### config.mk
export PLATFORM = sky130hd
export DESIGN_NAME = pll_lock_sequencer
export DESIGN_NICKNAME = d
export VERILOG_FILES = /design/src/rtl/pll_seq_pkg.sv /design/src/rtl/sync_2ff.sv /design/src/rtl/pll_lock_sequencer.sv
export SDC_FILE = /design/constraint.sdc
export NUM_CORES = 1
export LEC_CHECK = 0
export BUFFER_PORTS_ARGS = -buffer_cell sky130_fd_sc_hd__buf_4
export CAP_MARGIN = 20
export CELL_PAD_IN_SITES_DETAIL_PLACEMENT = 0
export CELL_PAD_IN_SITES_GLOBAL_PLACEMENT = 1
export CORE_ASPECT_RATIO = 0.7
export CORE_MARGIN = 4
export CORE_UTILIZATION = 40
export DETAILED_ROUTE_END_ITERATION = 10
export PLACE_DENSITY_LB_ADDON = 0.1
export REMOVE_ABC_BUFFERS = 1
export SETUP_SLACK_MARGIN = 0.4
export SKIP_CTS_REPAIR_TIMING = 1
export SYNTH_ARGS = -nofsm -noshare
export SYNTH_HDL_FRONTEND = slang
export SYNTH_SLANG_ARGS = --single-unit
### constraint.sdc
create_clock -name clk -period 1.65 [get_ports clk]
set_input_delay 0.2475 -clock clk [delete_from_list [all_inputs] [get_ports clk]]
set_output_delay 0.2475 -clock clk [all_outputs]
set_load 0.05 [all_outputs]
### src/rtl/pll_seq_pkg.sv
// Shared types and widths for the PLL lock sequencer.
package pll_seq_pkg;

    localparam int unsigned ODSEL_W      = 6;
    localparam int unsigned RELOCK_CNT_W = 8;

    typedef enum logic [2:0] {
        S_RESET     = 3'd0,
        S_WAIT_LOCK = 3'd1,
        S_STABLE    = 3'd2,
        S_RUN       = 3'd3,
        S_FAULT     = 3'd4
    } pll_seq_state_t;

endpackage

### src/rtl/sync_2ff.sv
// Two-flop synchronizer for asynchronous level inputs.
module sync_2ff #(
    parameter int unsigned WIDTH = 1
) (
    input  logic             clk,
    input  logic             rst,
    input  logic [WIDTH-1:0] d,
    output logic [WIDTH-1:0] q
);

    logic [WIDTH-1:0] meta;

    // Metastability stage followed by the output stage.
    always_ff @(posedge clk) begin
        if (rst) begin
            meta <= '0;
            q    <= '0;
        end else begin
            meta <= d;
            q    <= meta;
        end
    end

endmodule

### src/rtl/pll_lock_sequencer.sv
// rPLL reset/lock sequencer with serialized ODSEL reconfiguration.
// Optional feature macro: PLL_SEQ_RELOCK_CNT_EN (enables relock_count).
module pll_lock_sequencer
    import pll_seq_pkg::*;
#(
    parameter int unsigned        RESET_CYCLES        = 270,
    parameter int unsigned        LOCK_TIMEOUT_CYCLES = 27000,
    parameter int unsigned        STABLE_CYCLES       = 2700,
    parameter int unsigned        MAX_RETRIES         = 7,
    parameter logic [ODSEL_W-1:0] ODSEL_DEFAULT       = 6'd0
) (
    input  logic                    clk,
    input  logic                    rst,
    input  logic                    pll_lock,
    output logic                    pll_reset,
    output logic [ODSEL_W-1:0]      pll_odsel,
    output logic                    sys_rst,
    output logic                    ready,
    output logic                    fault,
    input  logic                    cfg_req,
    input  logic [ODSEL_W-1:0]      cfg_odsel,
    output logic                    cfg_busy,
    output logic                    cfg_done,
    output logic [RELOCK_CNT_W-1:0] relock_count
);

    localparam int unsigned RST_W = $clog2(RESET_CYCLES + 1);
    localparam int unsigned TO_W  = $clog2(LOCK_TIMEOUT_CYCLES + 1);
    localparam int unsigned STB_W = $clog2(STABLE_CYCLES + 1);
    localparam int unsigned RTY_W = (MAX_RETRIES > 0) ? $clog2(MAX_RETRIES + 1) : 1;

    pll_seq_state_t     state_q, state_d;
    logic [RST_W-1:0]   rst_cnt_q, rst_cnt_d;
    logic [TO_W-1:0]    to_cnt_q, to_cnt_d;
    logic [STB_W-1:0]   stb_cnt_q, stb_cnt_d;
    logic [RTY_W-1:0]   retry_q, retry_d;
    logic [ODSEL_W-1:0] odsel_d;
    logic               busy_d, done_d;
    logic               pll_reset_d, sys_rst_d, ready_d, fault_d;
    logic               lock_s;
    logic               lock_loss;
    logic               cfg_accept;

    sync_2ff #(.WIDTH(1)) u_lock_sync (
        .clk (clk),
        .rst (rst),
        .d   (pll_lock),
        .q   (lock_s)
    );

    assign lock_loss  = (state_q == S_RUN) && !lock_s;
    assign cfg_accept = (state_q == S_RUN) && cfg_req && !cfg_busy;

    // State, counters and registered outputs.
    always_ff @(posedge clk) begin
        if (rst) begin
            state_q   <= S_RESET;
            rst_cnt_q <= '0;
            to_cnt_q  <= '0;
            stb_cnt_q <= '0;
            retry_q   <= '0;
            pll_odsel <= ODSEL_DEFAULT;
            cfg_busy  <= 1'b0;
            cfg_done  <= 1'b0;
            pll_reset <= 1'b1;
            sys_rst   <= 1'b1;
            ready     <= 1'b0;
            fault     <= 1'b0;
        end else begin
            state_q   <= state_d;
            rst_cnt_q <= rst_cnt_d;
            to_cnt_q  <= to_cnt_d;
            stb_cnt_q <= stb_cnt_d;
            retry_q   <= retry_d;
            pll_odsel <= odsel_d;
            cfg_busy  <= busy_d;
            cfg_done  <= done_d;
            pll_reset <= pll_reset_d;
            sys_rst   <= sys_rst_d;
            ready     <= ready_d;
            fault     <= fault_d;
        end
    end

    // Next-state, counter and output decode; outputs follow the next state
    // so they are valid in the first cycle of every state.
    always_comb begin
        state_d   = state_q;
        rst_cnt_d = rst_cnt_q;
        to_cnt_d  = to_cnt_q;
        stb_cnt_d = stb_cnt_q;
        retry_d   = retry_q;
        odsel_d   = pll_odsel;
        busy_d    = cfg_busy;
        done_d    = 1'b0;

        case (state_q)
            S_RESET: begin
                if (rst_cnt_q >= RST_W'(RESET_CYCLES)) begin
                    state_d   = S_WAIT_LOCK;
                    rst_cnt_d = '0;
                    to_cnt_d  = TO_W'(1);
                end else begin
                    rst_cnt_d = rst_cnt_q + RST_W'(1);
                end
            end
            S_WAIT_LOCK: begin
                if (lock_s) begin
                    // The lock_s cycle seen here is the first stable cycle.
                    state_d   = S_STABLE;
                    stb_cnt_d = STB_W'(1);
                    to_cnt_d  = '0;
                end else if (to_cnt_q >= TO_W'(LOCK_TIMEOUT_CYCLES)) begin
                    to_cnt_d = '0;
                    if (retry_q < RTY_W'(MAX_RETRIES)) begin
                        retry_d   = retry_q + RTY_W'(1);
                        state_d   = S_RESET;
                        rst_cnt_d = RST_W'(1);
                    end else begin
                        state_d = S_FAULT;
                        busy_d  = 1'b0;
                    end
                end else begin
                    to_cnt_d = to_cnt_q + TO_W'(1);
                end
            end
            S_STABLE: begin
                if (!lock_s) begin
                    state_d   = S_WAIT_LOCK;
                    stb_cnt_d = '0;
                    to_cnt_d  = TO_W'(1);
                end else if (stb_cnt_q >= STB_W'(STABLE_CYCLES - 1)) begin
                    state_d   = S_RUN;
                    stb_cnt_d = '0;
                    if (cfg_busy) begin
                        done_d = 1'b1;
                        busy_d = 1'b0;
                    end
                end else begin
                    stb_cnt_d = stb_cnt_q + STB_W'(1);
                end
            end
            S_RUN: begin
                retry_d = '0;
                if (lock_loss || cfg_accept) begin
                    state_d   = S_RESET;
                    rst_cnt_d = RST_W'(1);
                end
                if (cfg_accept) begin
                    odsel_d = cfg_odsel;
                    busy_d  = 1'b1;
                end
            end
            S_FAULT: begin
                busy_d = 1'b0;
            end
            default: begin
                state_d = S_RESET;
            end
        endcase

        pll_reset_d = (state_d == S_RESET) || (state_d == S_FAULT);
        sys_rst_d   = (state_d != S_RUN);
        ready_d     = (state_d == S_RUN);
        fault_d     = (state_d == S_FAULT);
    end

`ifdef PLL_SEQ_RELOCK_CNT_EN
    logic [RELOCK_CNT_W-1:0] relock_q;

    // Saturating count of lock losses observed while running.
    always_ff @(posedge clk) begin
        if (rst) begin
            relock_q <= '0;
        end else if (lock_loss && (relock_q != {RELOCK_CNT_W{1'b1}})) begin
            relock_q <= relock_q + RELOCK_CNT_W'(1);
        end
    end

    assign relock_count = relock_q;
`else
    assign relock_count = '0;
`endif

endmodule

Word-level counts from Yosys, hierarchy flattened
Cells that the tools add are included.
Word-level totals
  bits in registers: 56
  output and inout port bits: 20
  word-level logic and storage cells: 99
Cells by class
  add/sub/neg operators: 4
  $lt $le $gt $ge: 4
  eq/ne operators: 18
  muxes and demuxes: 35
  bitwise operators: 3
  reductions and logical operators: 21
Operator list (count)
  $mux 15: 4
  $mux 9: 5
  $pmux 15 s3: 1
  $mux 12: 3
  $mux 3: 10
  $pmux 9 s3: 1
  $pmux 12 s2: 1
  $ne 2x2->1 const B: 8
  $add 15x1->15 const B: 1
  $ge 15x15->1 const B: 1
  $pmux 3 s5: 1
  $add 12x1->12 const B: 1
  $ge 12x12->1 const B: 1
  $add 9x1->9 const B: 1
  $eq 3x2->1 const B: 3
  $ge 9x9->1 const B: 1
  $mux 1: 7
  $reduce_and 7->1: 1
  $eq 3x3->1 const B: 2
  $logic_not 3->1: 2
  $ne 2x1->1 const B: 3
  $pmux 3 s2: 1
  $reduce_bool 3->1: 2
  $reduce_and 5->1: 1
  other kinds (15): 23

Longest topological paths before layout
  word-level depth: 8
  mapped depth: 8
  mapped depth without buffers: 7

Modules after synthesis
Synthesis repeated with hierarchy kept, for this count alone.
Unflattened totals
  cell total of the unflattened synthesis: 345
  area total of the unflattened synthesis: 2837.7 sq um
By module, submodules not included
  pll_lock_sequencer: instances 1, cells an instance 341, area an instance 2785.2 sq um, sequential area each 1081.0 sq um
  sync_2ff: instances 1, cells an instance 4, area an instance 52.6 sq um, sequential area each 40.0 sq um

Least setup slack after synthesis
No wires, ideal clock.
  path type: register to register
  start: reg cfg_busy
  end: reg rst_cnt_q[5]
  setup time: 0.134 ns
  arrival: 1.642 ns
  path slack: -0.126 ns
  stages on the path, launching flop included: 6
  clock period less this slack: 1.776 ns
  path through: dfxtp_1 nand2b_1 and3_1 or3_1 nor2_2 a311oi_1
Between the ends
  word-level cells in the longest chain between the ends: 5
RTL lines
  start, declared: RTL line pll_lock_sequencer.sv:22  | output logic cfg_busy,
  start signal, assigned: RTL line pll_lock_sequencer.sv:76  | cfg_busy <= busy_d;
  $logic_not 1->1: RTL line pll_lock_sequencer.sv:52  | assign cfg_accept = (state_q == S_RUN) && cfg_req && !cfg_busy;
  $logic_and 1x1->1: RTL line pll_lock_sequencer.sv:52
  $logic_or 1x1->1: RTL line pll_lock_sequencer.sv:145  | if (lock_loss || cfg_accept) begin
  $ne 2x1->1 (no source line)
  $reduce_and 5->1 (no source line)
  end signal, assigned: RTL line pll_lock_sequencer.sv:71  | rst_cnt_q <= rst_cnt_d;
  end, declared: RTL line pll_lock_sequencer.sv:33  | logic [RST_W-1:0] rst_cnt_q, rst_cnt_d;
No other way between the ends.
A chain may end at the register's enable or synchronous reset.

Worst setup path after layout
  start: reg state_q[0]
  end: reg stb_cnt_q[4]
Between the ends
  word-level cells in the longest chain between the ends: 3
  elaborated cells on any way between the ends: 6
  those cells by class: eq/ne: 3; mux: 1; reduce/logical: 2
RTL lines
  start, declared: RTL line pll_lock_sequencer.sv:32  | pll_seq_state_t state_q, state_d;
  start signal, assigned: RTL line pll_lock_sequencer.sv:70  | state_q <= state_d;
  $eq 3x1->1 or $eq 3x2->1 (tied branches): RTL line pll_lock_sequencer.sv:97  | case (state_q)
  $ne 2x1->1 (no source line) or $reduce_bool 2->1 (tied branches)
  $reduce_and 2->1 (no source line)
  end signal, assigned: RTL line pll_lock_sequencer.sv:73  | stb_cnt_q <= stb_cnt_d;
  end, declared: RTL line pll_lock_sequencer.sv:35  | logic [STB_W-1:0] stb_cnt_q, stb_cnt_d;
Several ways; a longest one is shown, not always the timed one.

==> flow_summary.ini <==
[floorplanning]
die-area_sq_um = 8894
num_io_pins = 30
die_w_um = 111.0
die_y_um = 80.12
rows = 25
core-area_sq_um = 6975
start_util_pct = 42.60

[layout]
area_growth_syn_to_layout_pct = 45.31
design_area_sq_um = 4318
drive_gt1_share_pct = 43.67
fill_cells = 624
instances_no_fill = 536
final_core_util_pct = 61.90
fin_nets = 457
antennaDiodeCount = 0

[logic_synthesis]
ys_top_cells_by_count = dfxtp_1, nor2_1, a21oi_1
synth_xor_area_share_pct = 1.474
syn_area_sq_um = 2972
synth_fa_ha_area_share_pct = 2.526
yosysTopAreaCell = dfxtp_1
yosys_warnings = 0
synth.area.top_cells = dfxtp_1, a21oi_1, a311oi_1
seq_area_frac_synth_pct = 37.73
synth_top_area_share_pct = 37.73
synth_top_family_by_area = simple AND/OR/NAND/NOR gates
synthArstFlopShare_pct = 0
synth.most_common_cell = dfxtp_1
synthMuxAreaShare_pct = 2.737
ys_types = 62
syn_inst = 346
avgSynthCellArea_sq_um = 8.588
ys_ff_latch = 56
yosys.area_share.simple_pct = 28.04
synth_edf_count = 0
ys.flop_type = dfxtp_1
synth_compound_area_share_pct = 21.73

[drt]
ant_nets = 0
via_per_inst = 5.539
routedWlPerCell_um = 15.92
vias = 2969
drc = 0
drt_iter0_drc = 107
drt-total-wl_um = 8532
firstDrtPassIters = 4

[setup_path]
r2r-start = state_q[0]$_SDFF_PP0_
worst_setup_path_end_kind = flop
cp-start-kind = flop
rr_endpoint = stb_cnt_q[4]$_SDFFE_PP0P_
reg2reg_depth = 7
critPathArrivalTime_ps = 1990
critPathRequiredTime_ps = 1920
path_max_fanout = 8
crit_type = reg -> reg
regToRegSetupSlack_ps = -70

[grt]
grt_use_total_pct = 17.59
grt_pass1_wl_um = 13000
overflow = 0
grt_pass1_vias = 2643
antenna_found_initial = 0
grt_max_degree = 35

[timing]
fin_worst_skew_ps = 8.948
hold_viol = 0
timing.final.crit_share_pct = 104.3
report.final.slew_viol_count = 0
setup_viol = 11
max_freq_mhz = 581.2
rsz0062_at_grt = yes
hold_ws_ps = 138.1
fin_ws_ps = -70.46
period_minus_slack_ps = 1720

[min_path]
min_from = pll_lock
holdPathStages = 2
min_path_type = in -> reg
min_to = u_lock_sync.meta$_SDFF_PP0_

[clock_tree]
clkLatencyLatePin_ps = 310
cts-root-buf = clkbuf_8
cts.htree.levels = 2
cts_buffer_depth = 2
cts_buffers = 5
clock-sinks = 56
clk_pin_slew_worst_paths_ps = 110
cts_tree = built

[placed_design]
port_buffers = 21
gp_congestion = 0.8017
hpwl_um = 5675
placedCellCount = 509
post_dp_cell_area_sq_um = 3628

[run_status]
violations = negative setup slack
status = finished with violations

[power]
p_leak_nw = 1.711
peakVddDrop_mv = 0.3740
finalPower_w = 0.002282
power_density_nw_per_um2 = 528.6

[run]
max_cap_violations = 0
## worst max-delay path by stage
stage                                    startpoint                         to  slack [ps]  depth (start not counted)
after floorplan               state_q[1]$_SDFF_PP0_  stb_cnt_q[4]$_SDFFE_PP0P_        -220                          5
after global placement    rst_cnt_q[0]$_SDFFE_PP0P_  rst_cnt_q[6]$_SDFFE_PP0P_         -40                          7
after detailed placement  rst_cnt_q[0]$_SDFFE_PP0P_  rst_cnt_q[7]$_SDFFE_PP0P_        -140                          7
after CTS                 rst_cnt_q[0]$_SDFFE_PP0P_  rst_cnt_q[7]$_SDFFE_PP0P_        -160                          7
after global routing          state_q[0]$_SDFF_PP0_  stb_cnt_q[4]$_SDFFE_PP0P_        -180                          7
final                         state_q[0]$_SDFF_PP0_  stb_cnt_q[4]$_SDFFE_PP0P_         -70                          7
## kinds of logic after synthesis
logic type / count (synthesis)
buffers and inverters: 31
adders and majority gates: 6
and+or+nand+nor: 143
xor gates and xnor gates: 5
muxes: 8
DFF: 56
other: 1
AOI/OAI and AO/OA: 96
## final cells by class
| cell class | count | area [sq um] | area share, % |
|---|---|---|---|
| multi-input combinational | 266 | 2053 | 47.55 |
| sequential | 56 | 1152 | 26.69 |
| timing repair buffer | 104 | 875.8 | 20.28 |
| tap | 94 | 117.6 | 2.724 |
| clock buffer | 6 | 72.57 | 1.681 |
| inverter | 8 | 30.03 | 0.6955 |
| clock inverter | 2 | 16.27 | 0.3767 |
## routing by layer
metal	part of all wire [%]	track usage (%)
met5	0	0
met4	0.67	4.253
met1	51	27.36
met3	5.5	3.389
met2	43	24.52
## critical path: stages, from the launching register on
cell	delay [ps]
dfxtp_4	390
buf_6	130
nor3b_4	210
nand2_2	110
nor4_4	320
buf_6	210
nor3b_4	200
a21o_1	100
## placed cells by master, fill, tap and decap left out, types with 5 or more instances in the layout
cell	instances
dfxtp_1	41
and3_1	8
clkbuf_8	5
inv_1	7
nand4_1	7
nand2_1	19
a21oi_2	6
nand3_1	15
buf_6	14
a31oi_1	10
or3_1	6
nor2_1	26
o21ai_0	7
nor3_2	8
a21o_1	6
nand2b_1	5
dfxtp_4	5
a311oi_1	9
buf_4	87
a21oi_1	19
conb_1	8
dfxtp_2	10
nor3_1	7
mux2i_1	7
## power breakdown
group / internal, W / switching [W]
registers: 0.00135 / 0.00000923
clock network: 0.000304 / 0.000470
logic: 0.0000487 / 0.0000980
total: 0.00171 / 0.000577
## sequential cells by signal, indices dropped and copies added, names as in the netlist
register	count
stb_cnt_q	12
ready	1
to_cnt_q	15
pll_odsel	6
fault	1
cfg_done	1
retry_q	3
cfg_busy	1
rst_cnt_q	9
pll_reset	1
state_q	3
u_lock_sync.q	1
sys_rst	1
u_lock_sync.meta	1
## metrics by stage
stage          setup slack [ps]  setup TNS, ps
4_1_cts                  -156.8          -1854
2_1_floorplan            -222.7          -2361
3_3_place_gp             -42.75         -236.1
3_5_place_dp             -141.2          -1271
6_report                 -70.46         -227.9
5_1_grt                  -179.3          -3496
(Power assumes the default switching activity.)
